`src/rtl/register_file.sv`:
```
// register_file: R0-R14 plus NZCV flags with write-through read bypass and condition-pass evaluation.
module register_file #(
   parameter int DATA_WIDTH = 32
) (
   input  logic                  clk,
   input  logic                  reset,
   input  logic [3:0]            ra1,
   input  logic [3:0]            ra2,
   input  logic [3:0]            ra3,
   output logic [DATA_WIDTH-1:0] rd1,
   output logic [DATA_WIDTH-1:0] rd2,
   output logic [DATA_WIDTH-1:0] rd3,
   input  logic [DATA_WIDTH-1:0] pc_plus_8,
   input  logic                  wb_en,
   input  logic [3:0]            wa,
   input  logic [DATA_WIDTH-1:0] wd,
   input  logic                  link_en,
   input  logic [DATA_WIDTH-1:0] link_data,
   input  logic                  flags_en,
   input  logic [3:0]            flags_in,
   input  logic [3:0]            cond,
   output logic [3:0]            flags,
   output logic                  cond_pass
);
   logic [DATA_WIDTH-1:0] regs [15];
   logic [3:0]            f;
   logic [7:0]            base;

   function automatic logic [DATA_WIDTH-1:0] rd_sel(input logic [3:0] ra);
      return (ra == 4'd15)               ? pc_plus_8 :
             reset                       ? '0 :
             (link_en && ra == 4'd14)    ? link_data :
             (wb_en && wa == ra)         ? wd :
                                           regs[ra];
   endfunction

   assign rd1 = rd_sel(ra1);
   assign rd2 = rd_sel(ra2);
   assign rd3 = rd_sel(ra3);

   always_ff @(posedge clk) begin
      if (reset) begin
         for (int i = 0; i < 15; i++) regs[i] <= '0;
         flags <= '0;
      end else begin
         if (wb_en && wa != 4'd15) regs[wa] <= wd;
         if (link_en) regs[14] <= link_data;
         if (flags_en) flags <= flags_in;
      end
   end

   // Odd condition codes are the inverse of the even one below them; 1111 inverts AL to never.
   always_comb begin
      f = reset ? 4'b0000 : flags_en ? flags_in : flags;
      base = {1'b1, ~f[2] & (f[3] == f[0]), f[3] == f[0], f[1] & ~f[2], f[0], f[3], f[1], f[2]};
      cond_pass = base[cond[3:1]] ^ cond[0];
   end
endmodule

```
`config.mk`:
```
export PLATFORM = sky130hd
export DESIGN_NAME = register_file
export DESIGN_NICKNAME = d
export VERILOG_FILES = /design/src/rtl/register_file.sv
export SDC_FILE = /design/constraint.sdc
export NUM_CORES = 1
export LEC_CHECK = 0
export BUFFER_PORTS_ARGS = -buffer_cell sky130_fd_sc_hd__buf_2
export CORE_ASPECT_RATIO = 0.5
export CORE_UTILIZATION = 46
export CTS_BUF_LIST = sky130_fd_sc_hd__clkbuf_16
export DETAILED_ROUTE_END_ITERATION = 8
export MAX_ROUTING_LAYER = met4
export PLACE_DENSITY_LB_ADDON = 0.12
export SLEW_MARGIN = 20
export SYNTH_ARGS = -nofsm -noshare
export SYNTH_HDL_FRONTEND = slang
export SYNTH_SLANG_ARGS = --single-unit
```
`constraint.sdc`:
```
create_clock -name clk -period 3.03 [get_ports clk]
set_input_delay 0.4545 -clock clk [delete_from_list [all_inputs] [get_ports clk]]
set_output_delay 0.4545 -clock clk [all_outputs]
set_load 0.01 [all_outputs]
```
==> metrics.md, run 1 <==
| Metric | Value |
|---|---|
| Worst-path clk slew | around 0.06 ns |
| Syn_area_per_cell | 14.2 um^2 |
| Final setup TNS | 0 ns |
| Async SR Flop Fraction | 0% |
| Leak | 13.7 nW |
| Die Y | about 200 um |
| Number of global-route vias before repair | approximately 25000 |
| Critical-path maximum fanout | 11 |
| CTS tree | yes |
| Critical Path Sink Type | output pin |
| DRC | 0 |
| Filler instances | between 5000 and 6000 |
| Yosys top cell area share | approximately 45% |
| Power Density | 484 nW/um^2 |
| Peak VDD IR | 0.392 mV |
| FF+latch count, synth | slightly above 500 |
| Yosys top cell by area | edfxtp_1 |
| Layout cells sized above 1 | 38.2% |
| Fmax | around 330 MHz |
| Clock Path Buffers | 3 |
| Minimum clock period | around 3.0 ns |
| Worst setup margin | 0.0320 ns |
| Mapped Cells | around 2400 |
| Pin count of the biggest net entering global routing | between 50 and 60 |
| Area taken by flip-flops and latches | 15500 um^2 |
| Hold_buf cts | 0 |
| DRT Pass-1 Iters | 5 |
| Fin crit share | a little over nine tenths |
| Iteration-0 DRC Markers | approximately 3900 |
| Global-route wire length before repair | 180000 um |
| Status | complete, no violations |
| Placeable Area | 73000 um^2 |
| Area of the multi-input gates | 17600 um^2 |
| Clk sinks | 516 |
| Commonest register cell after synthesis | edfxtp_1 |
| Syn Std Cell Area | 34000 um^2 |
| Final WL | around 130000 um |
| Max_slew headroom | approximately two fifths |
| Chip width | around 390 um |
| Count leader, synth | edfxtp_1 |
| Skew final | 0 ns |
| Synth cell count leaders | edfxtp_1, and2_1, mux4_2 |
| # IOs | between 200 and 250 |
| H-tree depth | 2 |
| # rows | 70 |
| WP data required | 2.58 ns |
| Critical path startpoint category | input pin |
| Max cap viols | 0 |
| Post-synth EDFFs | ~510 |
| Via count | around 25000 |
| Layout net count | 2751 |
| CP arrival | 2.54 ns |
| Unrepaired setup endpoints after global routing | no |
| Final Setup Violations | 0 |
| Global route total overflow | 0 |
| Post-DR wirelength/cell | ~35 um |
| Layout area overhead | 15.4% |
| Antenna violations before repair | 16 |
| Post-synth cell types | between 40 and 50 |
| Setup WS pre-CTS | around 0.064 ns |
| Register area share after synthesis | ~45% |
| Worst min path class | input pin to flop |
| Worst-Margin Slew | 0.884 ns |
| Placer congestion estimate | around 0.92 |
| Hpwl dp | between 80000 and 90000 um |
| Final hold violation count | 0 |
| Via-per-instance ratio | a little under 7 |
| Initial Util | 46.5% |
| Port Buf Inserts | approximately 230 |
| Routed Antenna Nets | 0 |
| Clock root buffer | clkbuf_16 |
| Area contributors post-synth | edfxtp_1, mux4_2, and2_1 |
| DIE AREA | 75100 um^2 |
| Yosys warnings | 0 |
| Num CTS Buffers | approximately 50 |
| Final Slew Violations | 0 |
| Total GRT Usage | 34.7% |
| Kind of critical path | input pin to output pin |
| Clk Latency, worst-skew pair | between 0.6 and 0.7 ns |
[metrics by stage]
step | hold slack [ns] | area (um^2) | util (%) | cells | power [W]
floorplan | 0.553 | 34100 | - | 2432 | 0.0109
global placement | 0.550 | 37500 | 51.4 | 3545 | 0.0124
detailed placement | 0.555 | 37500 | 51.4 | 3545 | 0.0124
CTS | 0.0866 | 39200 | 53.7 | 3640 | 0.0190
global route | 0.131 | 39200 | 53.7 | 3647 | 0.0195
finish | 0.110 | 39200 | 53.7 | 3647 | 0.0190
[worst paths after layout]
check	startpoint	to	slack, ns	depth (start not counted)
hold reg to reg	flags[3]	flags[3]	0.56	2
hold / removal	flags_in[3]	flags[3]	0.11	3
setup reg to reg	flags[2]	flags[2]	2.36	2
setup / recovery	ra3[0]	rd3[21]	0.03	9
[layer usage]
metal	routed length, um	GRT usage, %
met1	49600	48.1
met2	55300	49.0
met3	17500	9.98
met4	3930	11.5
met5	0	-
[layout by cell type, fill, tap and decap left out, types with 10 or more instances in the layout]
| master | count |
|---|---|
| conb_1 | 32 |
| xor2_1 | 10 |
| o21ai_0 | 34 |
| o21ai_1 | 30 |
| mux2_2 | 64 |
| and2_1 | 448 |
| o311ai_0 | 63 |
| edfxtp_1 | 512 |
| nand2_1 | 101 |
| nor3_1 | 33 |
| a2bb2oi_1 | 63 |
| nor2_4 | 18 |
| buf_12 | 54 |
| a22o_1 | 32 |
| buf_4 | 137 |
| o22ai_1 | 32 |
| o221ai_1 | 32 |
| clkinv_2 | 10 |
| clkbuf_16 | 53 |
| mux2i_1 | 36 |
| or2_2 | 14 |
| mux4_2 | 412 |
| nor2_1 | 74 |
| or3_1 | 65 |
| buf_2 | 216 |
| inv_1 | 12 |
[where the power goes]
part / internal [W] / switching, W
Sequential: 0.00830 / 0.000316
Combinational: 0.00182 / 0.00195
Clock: 0.00368 / 0.00295
Total: 0.0138 / 0.00521
[logic make-up after synthesis]
logic type      after synthesis  share of synthesized area [%]
simple gates                786                           12.9
flops                       516                           45.5
other cells                   1                         0.0110
buf+inv                     273                           3.74
compound gates              292                           6.57
xor+xnor                     15                          0.386
mux                         518                           30.9
[flip-flops by register name (all words and copies together) (netlist names)]
| register | flops |
|---|---|
| flags | 4 |
| regs | 512 |
[layout make-up]
type | count | share of cell area [%]
inverters | 2 | 0.0191
diodes | 7 | 0.0446
clock inverters | 42 | 0.902
well taps | 972 | 3.10
flip-flops and latches | 516 | 39.4
clock buffers | 53 | 3.38
repair buffers | 412 | 8.30
multi-input cells | 1643 | 44.9
[critical path, cell delays in order]
cell and delay [ns]:
buf_8 0.15, buf_4 0.18, xor2_1 0.15, nor3_1 0.18, nand3_2 0.19, buf_4 0.24, o311ai_0 0.64, a2bb2oi_1 0.16
buf_2 0.17
[timing repair]
item | CTS | global route
buffers inserted | 1 | 0
endpoints found under the setup margin | 1 | 2
gates resized for setup | 1 | 2
(Power assumes the default switching activity.)
==> run 2: changes to the inputs <==
BUFFER_PORTS_ARGS = unset   (was -buffer_cell sky130_fd_sc_hd__buf_2)
DONT_BUFFER_PORTS = 1   (was unset)
==> run 2 against run 1 <==
Net effect: setup slack worse by 0.0019 ns; sequential cell count unchanged; clock skew stayed put; highest routed layer unchanged; cell count fell by 5.4%; register-to-register slack lost 0.60 ns.
==> metrics.md, run 2 (synthesized netlist as in run 1, its figures left out) <==
| Metric | Value |
|---|---|
| Final cell area excluding filler cells | 37900 um^2 (-3.5%) |
| Skew final | 0 ns (unchanged) |
| Global route total overflow | 0 (unchanged) |
| Final Slew Violations | 0 (unchanged) |
| # rows | 70 (unchanged) |
| GR met1 Demand/Resource | 46.1% (-1.9 points) |
| Initial Util | 46.5% (unchanged) |
| Final setup TNS | 0 ns (unchanged) |
| Post-DR wirelength/cell | 36.2 um (+4.7%) |
| Peak VDD IR | 0.404 mV (+3.2%) |
| Port Buf Inserts | 0 (-100%) |
| M2 GR Usage | 50.5% (+1.5 points) |
| Layout area overhead | 11.4% |
| Met3 global-route usage | 8.30% (-1.7 points) |
| Postcts setup bufs | 0 (-1) |
| Largest reg by FF count | regs |
| Final Setup Violations | 0 (unchanged) |
| Max cap viols | 0 (unchanged) |
| Leading registers by flop count | regs (512), flags (4) |
| Clk sinks | 516 (unchanged) |
| Critical-path maximum fanout | 3 (-8) |
| Chip width | 386 um (unchanged) |
| Placer congestion estimate | 0.894 (-3.3%) |
| Placeable Area | 73000 um^2 (unchanged) |
| Clock root buffer | clkbuf_16 |
| Leak | 12.7 nW (-7.3%) |
| DRC | 0 (unchanged) |
| Kind of critical path | flop to output pin |
| Antenna violations before repair | 9 (-7) |
| Layout cells sized above 1 | 31.7% (-6.5 points) |
| Final hold violation count | 0 (unchanged) |
| WP data required | 2.58 ns (about the same) |
| DRT Pass-1 Iters | 8 (+3) |
| Global route hottest layer | met2 |
| Total GRT Usage | 34.0% (-0.62 points) |
| CP arrival | 2.55 ns (about the same) |
| Layout net count | 2562 (-6.9%) |
| Number of global-route vias before repair | 23800 (-3.8%) |
| Power Density | 475 nW/um^2 (-2.0%) |
| Num CTS Buffers | 50 (-2.0%) |
| Unrepaired setup endpoints after global routing | no |
| Iteration-0 DRC Markers | 3633 (-5.8%) |
| Routed Antenna Nets | 0 (unchanged) |
| Max reg flops | 512 (unchanged) |
| Critical path startpoint category | flop |
| Commonest non-fill, non-tap cell in the layout | edfxtp_1 |
| H-tree depth | 2 (unchanged) |
| Fmax | 333 MHz (about the same) |
| Minimum clock period | 3.00 ns (+0.00194 ns) |
| Max_slew headroom | 49.0% (+8.0 points) |
| Placed cell areas | 35900 um^2 (-4.4%) |
| Hpwl dp | 70600 um (-12%) |
| Status | complete, no violations |
| Most frequent cells in the layout | edfxtp_1, and2_1, mux4_2 |
| DIE AREA | 75100 um^2 (unchanged) |
| Die Y | 194 um (unchanged) |
| Pin count of the biggest net entering global routing | 164 (+210%) |
| Worst-Margin Slew | 0.764 ns (-0.120 ns) |
| Critical Path Sink Type | output pin |
| Worst-path clk slew | 0.07 ns (about the same) |
| Fin crit share | 99.0% (about the same) |
| Final WL | 125000 um (-0.95%) |
| # IOs | 226 (unchanged) |
| Global-route wire length before repair | 177000 um (-2.1%) |
| CTS tree | yes |
| Clk Latency, worst-skew pair | 0.61 ns (about the same) |
| Via count | 24600 (-3.0%) |
| Clock Path Buffers | 3 (unchanged) |
| Worst min path class | input pin to flop |
| Via-per-instance ratio | 7.12 (+2.5%) |
run 2: changes by cell type in the layout (fill, tap and decap cells not counted), moves of 2 or more:
cell,change
buf_12,-36
buf_2,-216
buf_4,+31
buf_6,-2
buf_8,-3
bufinv_16,-3
clkinv_1,+5
clkinv_2,+3
clkinvlp_4,-6
diode_2,-6
dlygate4sd3_1,+38
run 2: stage by stage:
stage / instances / utilization [%] / setup slack (ns) / power [W] / hold WS, ns
2_1_floorplan: 2432 / - / 0.500 / 0.0109 / 0.553
3_3_place_gp: 3319 / 49.1 / 0.393 / 0.0116 / 0.541
3_5_place_dp: 3319 / 49.1 / 0.373 / 0.0117 / 0.543
4_1_cts: 3450 / 51.8 / 0.0507 / 0.0180 / 0.000155
5_1_grt: 3451 / 51.8 / 0.0151 / 0.0184 / 0.00322
6_report: 3451 / 51.8 / 0.0301 / 0.0180 / 0.0192
run 2: what timing repair did:
action,in CTS,in global routing
hold endpoints to repair,89,0
resized for setup,0,1
hold buffers,38,0
setup endpoints to repair,0,1
run 2: report_power, final:
| group | internal [W] | switching [W] | leakage, nW |
|---|---|---|---|
| sequential | 0.00830 | 0.000304 | 4.96 |
| combinational | 0.00171 | 0.00131 | 6.90 |
| clock | 0.00340 | 0.00295 | 0.816 |
| total | 0.0134 | 0.00457 | 12.7 |
run 2: final cells by class:
cell class | count | area, um^2
Timing Repair Buffer | 224 | 2000
Fill cell | 6101 | 35200
Tap cell | 972 | 1220
Inverter | 2 | 7.51
Clock buffer | 53 | 1330
Multi-Input combinational cell | 1643 | 17600
Clock inverter | 40 | 249
Sequential cell | 516 | 15500
Antenna cell | 1 | 2.50
run 2: path summary, 6_finish.rpt:
| kind | startpoint | end | slack [ns] | cells after the start |
|---|---|---|---|---|
| max | regs[7][22] | rd2[22] | 0.03 | 6 |
| min | wd[16] | regs[12][16] | 0.02 | 1 |
| max reg2reg | flags[3] | flags[3] | 1.76 | 3 |
| min reg2reg | flags[2] | flags[2] | 0.60 | 2 |
run 2: critical path: stages, from the launching register on:
cell      delay [ns]
edfxtp_1        0.41
mux4_2          0.48
mux2i_1         0.16
nor2_1          0.06
nor3_1          0.51
o21ai_1         0.13
buf_4           0.17
run 2: routing by layer:
| metal | share of wire (%) | up-vias |
|---|---|---|
| met5 | 0 | - |
| met4 | 3.3 | 0 |
| met3 | 13 | 274 |
| met2 | 46 | 1812 |
| met1 | 38 | 12800 |
| li1 | - | 9695 |
==> run 3: changes to the inputs <==
ABC_AREA = 1   (was unset)
CELL_PAD_IN_SITES_DETAIL_PLACEMENT = 2   (was unset)
CELL_PAD_IN_SITES_GLOBAL_PLACEMENT = 2   (was unset)
CORE_UTILIZATION = 36   (was 46)
==> run 3 against run 2 <==
Net effect: the flow now finishes with violations (negative setup slack); critical path depth is 8 higher; global-route usage up 8.6 points; clock power rose by 18%; sequential share of layout area down 4.1 points; non-clock buffer count fell by 10; sequential cell count did not move; setup slack got worse by 0.39 ns; via count increased by 79%; die area grew 41%; synthesized area increased by 10%; critical path type is now input pin to output pin.
==> metrics.md, run 3 <==
| Metric | Value |
|---|---|
| Unrepaired setup endpoints after global routing | yes |
| M2 GR Usage | 61.5% (+11 points) |
| Worst setup margin | -0.356 ns (-0.386 ns) |
| Iteration-0 DRC Markers | 5362 (+48%) |
| Clock root buffer | clkbuf_16 |
| Internal | 0.0136 W (+1.8%) |
| Skew final | 0 ns (unchanged) |
| Fin crit share | 112% (+13 points) |
| Setup WS pre-CTS | -0.00669 ns (-0.380 ns) |
| Worst R2R Path Depth | 4 (+1) |
| Yosys warnings | 0 (unchanged) |
| Worst path max stage delay | 0.38 ns (-0.13 ns) |
| Post-DR wirelength/cell | 31.0 um (-14%) |
| Hold depth | 2 (+1) |
| Sw Pwr | 0.00693 W (+52%) |
| Die Y | 230 um (+19%) |
| Mapped Cells | 5938 (+150%) |
| Leading registers by flop count | regs (512), flags (4) |
| Yosys top cell by area | edfxtp_1 |
| Critical-path maximum fanout | 196 (+193) |
| Final setup TNS | -15.08 ns (-15.08 ns) |
| Clock Power Share | 36.5% (+1.2 points) |
| Clock Path Buffers | 3 (unchanged) |
| DIE AREA | 106000 um^2 (+41%) |
| WHS | 0.0306 ns (+0.0114 ns) |
| Yosys top cell area share | 40.9% (-4.3 points) |
| Antenna violations before repair | 22 (+13) |
| Met3 global-route usage | 11.0% (+2.7 points) |
| Share of total power in combinational logic | 21.9% (+5.1 points) |
| WP data required | 2.58 ns (about the same) |
| Routed Antenna Nets | 0 (unchanged) |
| FF+latch count, synth | 516 (unchanged) |
| Port Buf Inserts | 0 (unchanged) |
| Peak VDD IR | 0.403 mV (-0.29%) |
| Count leader, synth | nand2_1 |
| Via-per-instance ratio | 6.02 (-15%) |
| Hold Crit Start | link_data[28] |
| Worst-Margin Slew | 1.01 ns (+0.246 ns) |
| Placeable Area | 103000 um^2 (+41%) |
| Worst min path class | input pin to flop |
| Syn_area_per_cell | 6.32 um^2 (-55%) |
| CTS tree | yes |
| H-tree depth | 2 (unchanged) |
| Max_slew headroom | 32.2% (-17 points) |
| R2R Path End | flags[1] |
| Commonest non-fill, non-tap cell in the layout | nand2_1 |
| Synth cell count leaders | nand2_1, nor2_1, edfxtp_1 |
| Power Density | 489 nW/um^2 (+3.0%) |
| Largest reg by FF count | regs |
| Flop pwr share | 41.6% (-6.3 points) |
| CP arrival | 2.93 ns (+0.38 ns) |
| DRC | 0 (unchanged) |
| Fmax | 295 MHz (-11%) |
| DRT Pass-1 Iters | 5 (-3) |
| Layout cells sized above 1 | 5.44% (-26 points) |
| Layout area overhead | 12.0% |
| Global route hottest layer | met2 |
| Final WL | 226000 um (+80%) |
| FF-to-FF Start | flags[1] |
| Worst reg-to-reg setup slack | 2.20 ns (+0.44 ns) |
| Global-route wire length before repair | 316000 um (+79%) |
| CP top delay family | simple AND/OR/NAND/NOR gates |
| Clk sinks | 516 (unchanged) |
| Pin count of the biggest net entering global routing | 197 (+20%) |
| Worst-path clk slew | 0.07 ns (about the same) |
| Failing checks | negative setup slack |
| Slowest CP cell | inv_12 |
| Max reg flops | 512 (unchanged) |
| Hpwl dp | 142000 um (+100%) |
| Hold endpoint | regs[14][28] |
| Total GRT Usage | 42.6% (+8.6 points) |
| Number of global-route vias before repair | 44500 (+87%) |
| Chip width | 459 um (+19%) |
| Post-synth EDFFs | 512 (unchanged) |
| Minimum clock period | 3.39 ns (+0.386 ns) |
| WP buf/inv | 3 (+2) |
| # IOs | 226 (unchanged) |
| GR met1 Demand/Resource | 58.5% (+12 points) |
| Initial Util | 36.5% (-10 points) |
| # rows | 83 (+19%) |
| Kind of critical path | input pin to output pin |
| Async SR Flop Fraction | 0% (unchanged) |
| Critical Path Sink Type | output pin |
| Final hold violation count | 0 (unchanged) |
| Leak | 20.3 nW (+60%) |
| Layout net count | 5952 (+130%) |
| Post-synth cell types | 28 (-32%) |
| Critical path startpoint category | input pin |
| Cells after DPL | 7119 (+110%) |
| CP Cell Sequence | inv_12, buf_16, buf_4, nand2_1, nand3_1, nand2_1, nand2_1, nand2_1, nor2_1, nand2_1, nand2_1, nand2_1, nand2_1, nand2_1 |
| Worst path most repeated cell | nand2_1 |
| Placer congestion estimate | 0.986 (+10%) |
| Max cap viols | 0 (unchanged) |
| Area contributors post-synth | edfxtp_1, nand2_1, nand3_1 |
| Switch share | 33.7% (+8.3 points) |
| Final Slew Violations | 0 (unchanged) |
| Final Setup Violations | 94 (+94) |
| Status | finished, violations left |
| Num CTS Buffers | 53 (+6.0%) |
| Syn Std Cell Area | 37600 um^2 (+10%) |
| Global route total overflow | 0 (unchanged) |
| Most frequent cells in the layout | nand2_1, nor2_1, edfxtp_1 |
| Commonest register cell after synthesis | edfxtp_1 |
| Clk Latency, worst-skew pair | 0.63 ns (+0.02 ns) |
| Register area share after synthesis | 41.2% (-4.3 points) |
| Final std cells w/o fill | 7285 (+110%) |
| Via count | 43900 (+79%) |
## run 3: stage by stage
| stage | power (W) | cell area [um^2] | utilization [%] |
|---|---|---|---|
| final | 0.0206 | 42100 | 40.8 |
| after floorplan | 0.0111 | 37700 | - |
| after detailed placement | 0.0129 | 39500 | 38.4 |
| after global placement | 0.0127 | 39500 | 38.4 |
| after global routing | 0.0211 | 42100 | 40.8 |
| after CTS | 0.0204 | 41800 | 40.6 |
## run 3: worst max path at each step
stage / cells past startpoint / slack (ns) / endpoint / from
6_report: 14 / -0.36 / rd1[31] / ra1[0]
5_1_grt: 12 / -0.04 / rd1[15] / ra1[0]
4_1_cts: 10 / 0.007 / rd2[10] / ra2[0]
3_5_place_dp: 11 / -0.007 / rd1[30] / ra1[0]
3_3_place_gp: 11 / -0.01 / rd1[23] / ra1[0]
2_1_floorplan: 8 / 0.37 / regs[14][0] / link_en
## run 3: logic make-up (layout without fill, tap and decap cells)
group / count (synthesis) / count (layout) / synth area share [%]
AND/OR/NAND/NOR: 4444 / 4449 / 47.6
buffers and inverters: 838 / 732 / 9.38
flip-flops: 516 / 516 / 41.2
AO/OA/AOI/OAI: 139 / 139 / 1.91
other: 1 / 47 / 0.00999
## run 3: area by class of cell
cell class / instances / area (um^2)
Fill cell: 12600 / 60900
Multi-Input combinational cell: 4620 / 18900
Sequential cell: 516 / 15500
Timing Repair Buffer: 214 / 2460
Tap cell: 1402 / 1750
Inverter: 422 / 1620
Clock buffer: 55 / 1380
Clock inverter: 41 / 477
Antenna cell: 15 / 37.5
## run 3: layer usage
metal / up-vias / part of all wire [%]
met5: - / 0
met1: 22500 / 43
li1: 18400 / -
met3: 471 / 12
met2: 2516 / 42
met4: 0 / 2.9
## run 3: power by group through the flow
stage          Clock [W]  Combinational (W)  Sequential, W
3_5_place_dp           0            0.00420        0.00869
2_1_floorplan          0            0.00254        0.00861
4_1_cts          0.00751            0.00430        0.00854
5_1_grt          0.00775            0.00476        0.00859
6_report         0.00751            0.00450        0.00855
3_3_place_gp           0            0.00406        0.00865
## run 3: worst reg2reg max path, stage by stage, from the launching register on
cell and delay (ns):
dfxtp_1 0.34, nor2_1 0.11, nor2_1 0.05, o21ai_0 0.12
inv_1 0.09
## run 3: what timing repair did
item / in CTS / in global routing
hold buffers: 42 / 0
setup buffers: 0 / 7
hold endpoints to repair: 42 / 0
cloned: 1 / 5
endpoints found under the setup margin: 7 / 80
pin swaps: 0 / 6
gates resized for setup: 1 / 18
